## config.mk

```make
export PLATFORM = sky130hd
export DESIGN_NAME = pc_ras_unit
export DESIGN_NICKNAME = d
export VERILOG_FILES = /design/src/rtl/cpu_types_pkg.sv /design/src/rtl/ras_stack.sv /design/src/rtl/pc_ras_unit.sv
export SDC_FILE = /design/constraint.sdc
export NUM_CORES = 1
export LEC_CHECK = 0
export CORE_ASPECT_RATIO = 0.7
export CORE_MARGIN = 3
export CORE_UTILIZATION = 40
export CTS_CLUSTER_SIZE = 12
export DETAILED_ROUTE_END_ITERATION = 8
export PLACE_DENSITY = 0.77
export SLEW_MARGIN = 20
export SYNTH_ARGS = -nofsm -noshare
export SYNTH_HDL_FRONTEND = slang
export SYNTH_SLANG_ARGS = --single-unit
```

## constraint.sdc

```tcl
create_clock -name CLK -period 6.1 [get_ports CLK]
set_input_delay 1.22 -clock CLK [delete_from_list [all_inputs] [get_ports CLK]]
set_output_delay 1.22 -clock CLK [all_outputs]
set_load 0.02 [all_outputs]
```

## src/rtl/cpu_types_pkg.sv

```systemverilog
// -----------------------------------------------------------------------------
// cpu_types_pkg
// Shared CPU datapath types: machine word, instruction field widths and the
// next-PC source selector used by the fetch unit.
//   word_t       32-bit machine word
//   IMM_W        width of the branch immediate field (words)
//   ADDR_W       width of the absolute jump target field (words)
//   pc_sel_t     next-PC source, listed in priority order
// -----------------------------------------------------------------------------
package cpu_types_pkg;

  localparam int WORD_W = 32;
  localparam int IMM_W  = 16;
  localparam int ADDR_W = 26;

  typedef logic [WORD_W-1:0] word_t;

  typedef enum logic [2:0] {
    HOLD,
    REG,
    JUMP,
    BRANCH,
    SEQ
  } pc_sel_t;

  // Word offset -> byte offset, sign-extended to a full word.
  function automatic word_t branch_offset(input logic [IMM_W-1:0] imm);
    return {{(WORD_W-IMM_W-2){imm[IMM_W-1]}}, imm, 2'b00};
  endfunction

endpackage

```

## src/rtl/ras_stack.sv

```systemverilog
// -----------------------------------------------------------------------------
// ras_stack
// Circular return-address stack. A push when full overwrites the oldest entry
// and the count saturates at DEPTH; a pop on an empty stack is ignored.
// Push and pop are never requested together by the parent.
//   CLK, nRST   clock, asynchronous active-low reset
//   push, pop   stack operations for this cycle
//   din         return address to push
//   top         most recently pushed entry (valid only when count > 0)
//   count       number of valid entries, 0..DEPTH
// Parameter DEPTH: entry count, power of two, 2..16.
// -----------------------------------------------------------------------------
module ras_stack
  import cpu_types_pkg::*;
#(
  parameter int  DEPTH = 4,
  localparam int PW    = $clog2(DEPTH),
  localparam int CW    = PW + 1
) (
  input  logic          CLK,
  input  logic          nRST,
  input  logic          push,
  input  logic          pop,
  input  word_t         din,
  output word_t         top,
  output logic [CW-1:0] count
);

  word_t         mem [DEPTH];
  logic [PW-1:0] wr_ptr;
  logic [PW-1:0] top_ptr;

  // DEPTH is a power of two, so the pointer wraps for free; writing at
  // wr_ptr when full lands on the oldest entry.
  assign top_ptr = wr_ptr - PW'(1);
  assign top     = mem[top_ptr];

  // NOTE: the storage array is deliberately left out of reset; count gates
  // every use of top, so stale entries are never observed.
  always_ff @(posedge CLK) begin
    if (push) mem[wr_ptr] <= din;
  end

  // NOTE: all sequential state uses non-blocking assignments so every
  // register samples pre-edge values regardless of block ordering.
  always_ff @(posedge CLK or negedge nRST) begin
    if (!nRST) begin
      wr_ptr <= '0;
      count  <= '0;
    end else if (push) begin
      wr_ptr <= wr_ptr + PW'(1);
      if (count != CW'(DEPTH)) count <= count + CW'(1);
    end else if (pop && (count != '0)) begin
      wr_ptr <= top_ptr;
      count  <= count - CW'(1);
    end
  end

endmodule

```

## src/rtl/pc_ras_unit.sv

```systemverilog
// -----------------------------------------------------------------------------
// pc_ras_unit
// Program counter with next-PC selection (halt / register jump / absolute
// jump / conditional branch / sequential) and an optional return-address
// stack that predicts return targets.
// Optional feature macro: PC_RAS_UNIT_RAS_EN
//   defined   -> Jump&Link pushes pc_plus, RegToPc&Ret pops the predicted
//                return target and flags a mispredict against rdat.
//   undefined -> no RAS storage, Ret ignored, ras_count/ras_mispredict = 0.
// Ports:
//   CLK, nRST            clock, asynchronous active-low reset
//   wen                  PC update enable (ihit & ~stall)
//   BrEq, BrNeq          conditional branch controls; alu_zero ALU flag
//   imm                  branch offset in words
//   Jump, addr           absolute jump and its word target field
//   Link                 Jump is a call (push return address)
//   RegToPc, Ret, rdat   register jump, return qualifier, register value
//   Halt                 halt request
//   cpc, pc_plus         current PC and cpc + 4
//   halted               sticky halt status
//   ras_count            valid RAS entries
//   ras_mispredict       one-cycle pulse after a wrong return prediction
// -----------------------------------------------------------------------------
module pc_ras_unit
  import cpu_types_pkg::*;
#(
  parameter word_t RESET_PC  = 32'h0000_0000,
  parameter int    RAS_DEPTH = 4,
  localparam int   CW        = $clog2(RAS_DEPTH) + 1
) (
  input  logic              CLK,
  input  logic              nRST,
  input  logic              wen,
  input  logic              BrEq,
  input  logic              BrNeq,
  input  logic              alu_zero,
  input  logic [IMM_W-1:0]  imm,
  input  logic              Jump,
  input  logic [ADDR_W-1:0] addr,
  input  logic              Link,
  input  logic              RegToPc,
  input  logic              Ret,
  input  word_t             rdat,
  input  logic              Halt,
  output word_t             cpc,
  output word_t             pc_plus,
  output logic              halted,
  output logic [CW-1:0]     ras_count,
  output logic              ras_mispredict
);

  pc_sel_t sel;
  word_t   next_pc;
  word_t   reg_target;
  logic    advance;
  logic    taken;

  assign pc_plus = cpc + 32'd4;
  assign advance = wen & ~halted;
  assign taken   = (BrEq & alu_zero) | (BrNeq & ~alu_zero);

  // NOTE: every always_comb output gets a default first, so no path can
  // leave it unassigned and infer a latch.
  always_comb begin
    sel = SEQ;
    if      (Halt)    sel = HOLD;
    else if (RegToPc) sel = REG;
    else if (Jump)    sel = JUMP;
    else if (taken)   sel = BRANCH;
  end

  always_comb begin
    next_pc = pc_plus;
    case (sel)
      HOLD:    next_pc = cpc;
      REG:     next_pc = reg_target;
      JUMP:    next_pc = {pc_plus[31:28], addr, 2'b00};
      BRANCH:  next_pc = pc_plus + branch_offset(imm);
      default: next_pc = pc_plus;
    endcase
  end

  always_ff @(posedge CLK or negedge nRST) begin
    if (!nRST) begin
      cpc    <= RESET_PC;
      halted <= 1'b0;
    end else if (advance) begin
      cpc <= next_pc;
      if (Halt) halted <= 1'b1;
    end
  end

`ifdef PC_RAS_UNIT_RAS_EN
  logic  push;
  logic  pop;
  word_t ras_top;

  // Push/pop follow the winning selector, so Halt or a concurrent RegToPc
  // suppresses a call push, and halted (advance=0) freezes the stack.
  assign push       = advance & (sel == JUMP) & Link;
  assign pop        = advance & (sel == REG) & Ret & (ras_count != '0);
  // The prediction is used even when wrong; the datapath flushes on mispredict.
  assign reg_target = pop ? ras_top : rdat;

  ras_stack #(
    .DEPTH (RAS_DEPTH)
  ) u_ras (
    .CLK   (CLK),
    .nRST  (nRST),
    .push  (push),
    .pop   (pop),
    .din   (pc_plus),
    .top   (ras_top),
    .count (ras_count)
  );

  always_ff @(posedge CLK or negedge nRST) begin
    if (!nRST) ras_mispredict <= 1'b0;
    else       ras_mispredict <= pop & (ras_top != rdat);
  end
`else
  logic unused_ras_ctrl;

  assign reg_target      = rdat;
  assign ras_count       = '0;
  assign ras_mispredict  = 1'b0;
  assign unused_ras_ctrl = Link ^ Ret;
`endif

endmodule

```

==> results of run 1 <==
==> logic make-up (layout without fill, tap and decap cells) <==
kind of cell    after synthesis  in the layout  synth area share
flops                        33             33             0.193
mux                           2              2           0.00469
other cells                   1              4          0.000878
fa+ha+maj                    35             35             0.104
simple gates                174            174             0.215
buf+inv                      47            172            0.0580
compound gates              199            199             0.312
xor+xnor                     54             54             0.113
==> registers in the layout, indices dropped and copies added (netlist names) <==
register  flops
cpc          32
halted        1
==> layer usage <==
layer	vias to the layer above	global-route usage	wire, microns
li1	2295	-	-
met1	2217	0.375	7240
met2	278	0.412	6840
met3	27	0.0513	1670
met4	0	0.0597	200
met5	-	0	0
==> path summary, 6_finish.rpt <==
check	from	to	slack [ns]	cells after the start
max in group asynchronous	nRST	cpc[9]	4.38	2
setup / recovery	cpc[12]	pc_plus[29]	1.70	6
hold / removal	halted	halted	0.49	1
min in group asynchronous	nRST	halted	1.38	2
setup reg to reg	cpc[4]	cpc[26]	1.82	14
hold reg to reg	halted	halted	0.49	1
==> cell usage in the layout, fill, tap and decap left out, drive strengths merged, types with 5 or more instances in the layout <==
| master | instances |
|---|---|
| a21oi | 50 |
| a222oi | 7 |
| and2 | 5 |
| nor2 | 38 |
| o22ai | 13 |
| nand3 | 17 |
| nand2 | 58 |
| nand4 | 10 |
| xor2 | 23 |
| and3 | 8 |
| a31oi | 7 |
| a21o | 34 |
| and4 | 7 |
| o21ai | 36 |
| xnor2 | 31 |
| dfrtp | 33 |
| buf | 7 |
| a221oi | 18 |
| ha | 34 |
| inv | 10 |
| or2 | 5 |
| nor3 | 7 |
| clkbuf | 7 |
| clkdlybuf4s50 | 147 |
==> worst max-delay path, delay by kind of cell, from the launching register on <==
family	cells	cell delay (ns)
buffers and inverters	1	0.68
and+or+nand+nor	4	1.39
xor gates and xnor gates	1	0.33
DFF	1	0.49
==> final cells by class <==
cell class | instances | area (sq um) | share of cell area
Clock buffer | 7 | 143 | 0.0240
Clock inverter | 1 | 30.0 | 0.00505
Inverter | 10 | 37.5 | 0.00632
Multi-Input combinational cell | 468 | 3220 | 0.542
Sequential cell | 33 | 826 | 0.139
Tap cell | 128 | 160 | 0.0269
Timing Repair Buffer | 154 | 1520 | 0.256
==> power groups by stage <==
stage          Sequential [uW]  Combinational [uW]  Clock, uW
5_1_grt                    346                1100        318
2_1_floorplan              372                 580          0
6_report                   338                1010        310
4_1_cts                    336                1000        310
3_3_place_gp               337                 991          0
3_5_place_dp               339                 997          0
==> stage by stage <==
step,std cells,power (uW),hold slack [ns]
final,801,1660,0.489
after global routing,801,1760,0.515
after CTS,801,1650,0.488
after detailed placement,793,1340,0.473
after global placement,793,1330,0.467
after floorplan,548,952,0.583
==> results.md, run 1 <==
- Comb power frac: 0.610
- Seq/Total Area, Yosys: 0.193
- Setup violators final: 0
- Peak supply drop: around 0.12 mV
- Min-delay worst type: flop to flop
- Final period utilization: 0.721
- Status: complete, no violations
- Final hold vios: 0
- RSZ-0062 raised after global routing: false
- Num rows: 30
- Total track usage: 0.264
- Yosys top cell by area: dfrtp_1
- Clock skew: 0.00548 ns
- Starting Density: 0.426
- Setup crit start kind: flop
- Synthesized area: between 0.004 and 0.005 sq mm
- Port Buffers: ~150
- Via count: slightly below 5000
- Wire per inst: 19.9 microns
- Top_reg_cell synth: dfrtp_1
- Required time worst endpoint: 4.88 ns
- Initial DRT Pass Iterations: 9
- Async set-reset flop share out of synthesis: 1.00
- Most numerous cell in the Yosys netlist: nand2_1
- Leakage power: 0.00255 uW
- Worst path max stage delay: between 0.6 and 0.7 ns
- Yosys warnings: 0
- ANT cells: 0
- Layout cells sized above 1: 0.0490
- Clock Latency Late Sink: 0.28 ns
- RePlAce Congestion: 1.00
- CP Cell Sequence: and4_1 > nand4_1 > or2_0 > nor2_1 > xor2_1 > clkdlybuf4s50_1
- Synth top area cells: dfrtp_1 (19%), ha_1 (10%), xnor2_1 (6.4%), a21o_1 (6.0%), a21oi_1 (5.7%)
- I/O pin count: 154
- Die height: 92.4 microns
- Fin nets: approximately 790
- Final WL: around 16000 microns
- Fill cell count: 913
- Area delta synth->final: 39.2%
- CP Class: flop to output pin
- Cell Pwr Density: ~280 mW/mm^2
- Worst-Margin Slew: around 0.80 ns
- Vias in the first global route: 4680
- Hpwl dp: 12300 microns
- Critical Path Sink Type: output pin
- Syn_area_per_cell: 7.83 sq um
- DP Area: between 0.005 and 0.006 sq mm
- Critical-path top delay cell: clkdlybuf4s50_1
- Clock sink count: 33
- CTS tree: yes
- Proportion of netlist area held by the largest area contributor: 0.193
- CTS root buf: clkbuf_16
- Post-route cell area: 0.00594 sq mm
- Arrival time worst endpoint: 3.18 ns
- Core Box Area: 0.0100 sq mm
- NetSw: 732 uW
- Die width: about 130 microns
- Syn Inst Count: 545
- Max-slew violations: 0
- Power share of the clock group: 0.186
- # DRC: 0
- Post-DRT Antenna Nets: 0
- Internal power: 928 uW
- Synth cell count leaders: nand2_1 (57), a21oi_1 (49), nor2_1 (38), a21o_1 (34), ha_1 (34)
- Grt ovf: 0
- Seq pwr share: 0.203
- Slew Limit Headroom: 0.465
- Max Fclk: ~230 MHz
- Pre-CTS setup slack: 1.57 ns
- Vias per cell: 6.01
- DIE AREA: 0.0120 sq mm
- Largest net degree at the start of global routing: 34
- Worst-path fanout max: 8
- 1st-iter DRT viols: 495
- CTS Hold Bufs: 0
- Min Tclk post-route: 4.40 ns
- Clock transition at path regs: 0.06 ns
- Post-CTS sizing: 0
- Sw Share: 0.441
- Initial antenna violation count: 0
- Final WS setup: 1.70 ns
- Max Cap Viol: 0
- Worst-case clock buffer depth: 2
- Util after Layout: 0.593
- Num CTS Buffers: 5
- First-pass GRT wire length: 25100 microns
- #FFs+latches synth: 33
- Distinct cells, synth: ~70
- H-tree depth: 2
- EDFF count, synth: 0
- Setup bufs post-CTS: 0
- Setup_tns: 0 ns
No activity file was read; power rests on OpenSTA's default activity.
==> inputs of run 2 (changes only) <==
==> constraint.sdc (replaced) <==
create_clock -name CLK -period 4.43 [get_ports CLK]
set_input_delay 0.886 -clock CLK [delete_from_list [all_inputs] [get_ports CLK]]
set_output_delay 0.886 -clock CLK [all_outputs]
set_load 0.02 [all_outputs]
==> run 2 against run 1 <==
  * Sequential share of layout area is 0.070 points lower
  * Critical path depth rose by 10
  * Clock power grew 18%
  * Global-route usage increased by 0.70 points
  * Utilization is 0.30 points higher
  * Setup slack got worse by 1.5 ns
  * Clock skew fell by 0.00067 ns
  * Sequential cell count unchanged
  * Hold slack worse by 0.0014 ns
  * Non-clock buffer count grew 8
  * Routed wire length grew 2.9%
  * Critical path type is now flop to flop
  * Highest routed layer unchanged
==> results.md, run 2 (same netlist as run 1, synthesis figures left out) <==
- Layout cells sized above 1: 0.0588 (was 0.0490)
- DIE AREA: 0.0120 sq mm (unchanged)
- Vias per cell: 6.13 (was 6.01)
- Die width: 129 microns (unchanged)
- Placed Cells: 801 (was 793)
- Num CTS Buffers: 5 (unchanged)
- Slew Limit Headroom: 0.528 (was 0.465)
- Max Cap Viol: 0 (unchanged)
- Top flop regs: cpc (32), halted (1) (unchanged)
- Most common cell after layout, fill and taps aside: clkdlybuf4s50_1 (unchanged)
- Finished Layout Cells: 808 (was 801)
- Pre-CTS setup slack: 0.261 ns (was 1.57 ns)
- Area of the multi-input gates: 0.00322 sq mm (unchanged)
- Starting Density: 0.426 (unchanged)
- Via count: 4956 (was 4817)
- Clock Latency Late Sink: 0.29 ns (was 0.28 ns)
- Commonest non-fill, non-tap cells in the layout: clkdlybuf4s50_1 (147), nand2_1 (57), a21oi_1 (49), nor2_1 (38) (unchanged)
- Cell Pwr Density: 376 mW/mm^2 (was 279 mW/mm^2)
- Largest net degree at the start of global routing: 34 (unchanged)
- Final hold vios: 0 (unchanged)
- Clock skew: 0.00482 ns (was 0.00548 ns)
- CP Class: flop to flop (was flop to output pin)
- ANT cells: 0 (unchanged)
- Worst-path fanout max: 8 (unchanged)
- Fin nets: 800 (was 792)
- Total track usage: 0.271 (was 0.264)
- 1st-iter DRT viols: 536 (was 495)
- Final period utilization: 0.945
- Worst-case clock buffer depth: 2 (unchanged)
- Min-delay worst type: flop to flop (unchanged)
- Grt ovf: 0 (unchanged)
- Clock transition at path regs: 0.06 ns (about the same)
- Vias in the first global route: 4917 (was 4680)
- RePlAce Congestion: 0.994 (was 1.00)
- Wire per inst: 20.3 microns (was 19.9 microns)
- Critical Path Sink Type: flop (was output pin)
- H-tree depth: 2 (unchanged)
- Reg area: 826 sq um (unchanged)
- Arrival time worst endpoint: 4.35 ns (was 3.18 ns)
- Required time worst endpoint: 4.59 ns (was 4.88 ns)
- Setup crit start kind: flop (unchanged)
- Status: complete, no violations (unchanged)
- Worst-Margin Slew: 0.705 ns (was 0.803 ns)
- CTS tree: yes (unchanged)
- Die height: 92.4 microns (unchanged)
- Max-slew violations: 0 (unchanged)
- First-pass GRT wire length: 25600 microns (was 25100 microns)
- Port Buffers: 147 (unchanged)
- Min Tclk post-route: 4.19 ns
- Setup_tns: 0 ns (unchanged)
- I/O pin count: 154 (unchanged)
- Hpwl dp: 12600 microns (was 12300 microns)
- # DRC: 0 (unchanged)
- Num rows: 30 (unchanged)
- RSZ-0062 raised after global routing: false (unchanged)
- Clock sink count: 33 (unchanged)
- Leakage power: 0.00258 uW (was 0.00255 uW)
- Max Fclk: 239 MHz
- Post-DRT Antenna Nets: 0 (unchanged)
- Initial antenna violation count: 1 (was 0)
- CTS root buf: clkbuf_16 (unchanged)
- Core Box Area: 0.0100 sq mm (unchanged)
- Peak supply drop: 0.172 mV (was 0.120 mV)
- Max reg flops: 32 (unchanged)
- CTS Hold Bufs: 0 (unchanged)
- Area delta synth->final: 39.9% (was 39.2%)
- Setup violators final: 0 (unchanged)
- Final WS setup: 0.243 ns (was 1.70 ns)
- Post-CTS sizing: 0 (unchanged)
- Setup bufs post-CTS: 0 (unchanged)
- Most flop-heavy register: cpc (unchanged)
- Fill cell count: 921 (was 913)
- Initial DRT Pass Iterations: 5 (was 9)
- Final WL: 16400 microns (was 16000 microns)
[run 2: power by group]
group	switching (uW)	internal (uW)
clock	144	221
sequential	104	361
combinational	771	646
total	1020	1230
[run 2: path summary, 6_finish.rpt]
path	endpoint	slack [ns]	cells after the start	from
max reg2reg	cpc[31]	0.24	16	cpc[4]
min reg2reg	halted	0.49	1	halted
max in group asynchronous	cpc[18]	3.06	2	nRST
min	halted	0.49	1	halted
min in group asynchronous	halted	1.03	2	nRST
max	cpc[31]	0.24	16	cpc[4]
[run 2: worst max-delay path: stages, from the launching register on]
cell and delay (ns):
dfrtp_1 0.44, and3_1 0.31, and3_1 0.36, nand2_4 0.16
nor2_1 0.23, and4_1 0.28, xor2_1 0.21, ha_1 0.36
a21o_1 0.22, a21o_1 0.17, a21o_1 0.19, a221oi_1 0.29
o211ai_1 0.12, a41o_1 0.29, and3_1 0.17, o21ai_1 0.15
a21oi_1 0.09
[run 2: area by class of cell]
type,count,area share
well taps,128,0.0268
inverters,10,0.00628
flip-flops and latches,33,0.138
multi-input cells,468,0.540
clock buffers,7,0.0239
repair buffers,162,0.265
[run 2: routing by layer]
layer	share of wire	GRT usage	up-vias
met5	0	0	-
met4	0.013	0.0562	0
met3	0.098	0.0582	24
met2	0.43	0.425	273
met1	0.46	0.382	2347
li1	-	-	2312
[run 2: per-stage QoR]
stage	hold slack, ns	utilization	cell area [sq um]	power (uW)
after floorplan	0.583	-	4280	1310
after detailed placement	0.477	0.582	5830	1860
after CTS	0.487	0.596	5970	2230
after global placement	0.469	0.582	5830	1840
final	0.487	0.596	5970	2250
after global routing	0.518	0.596	5970	2380
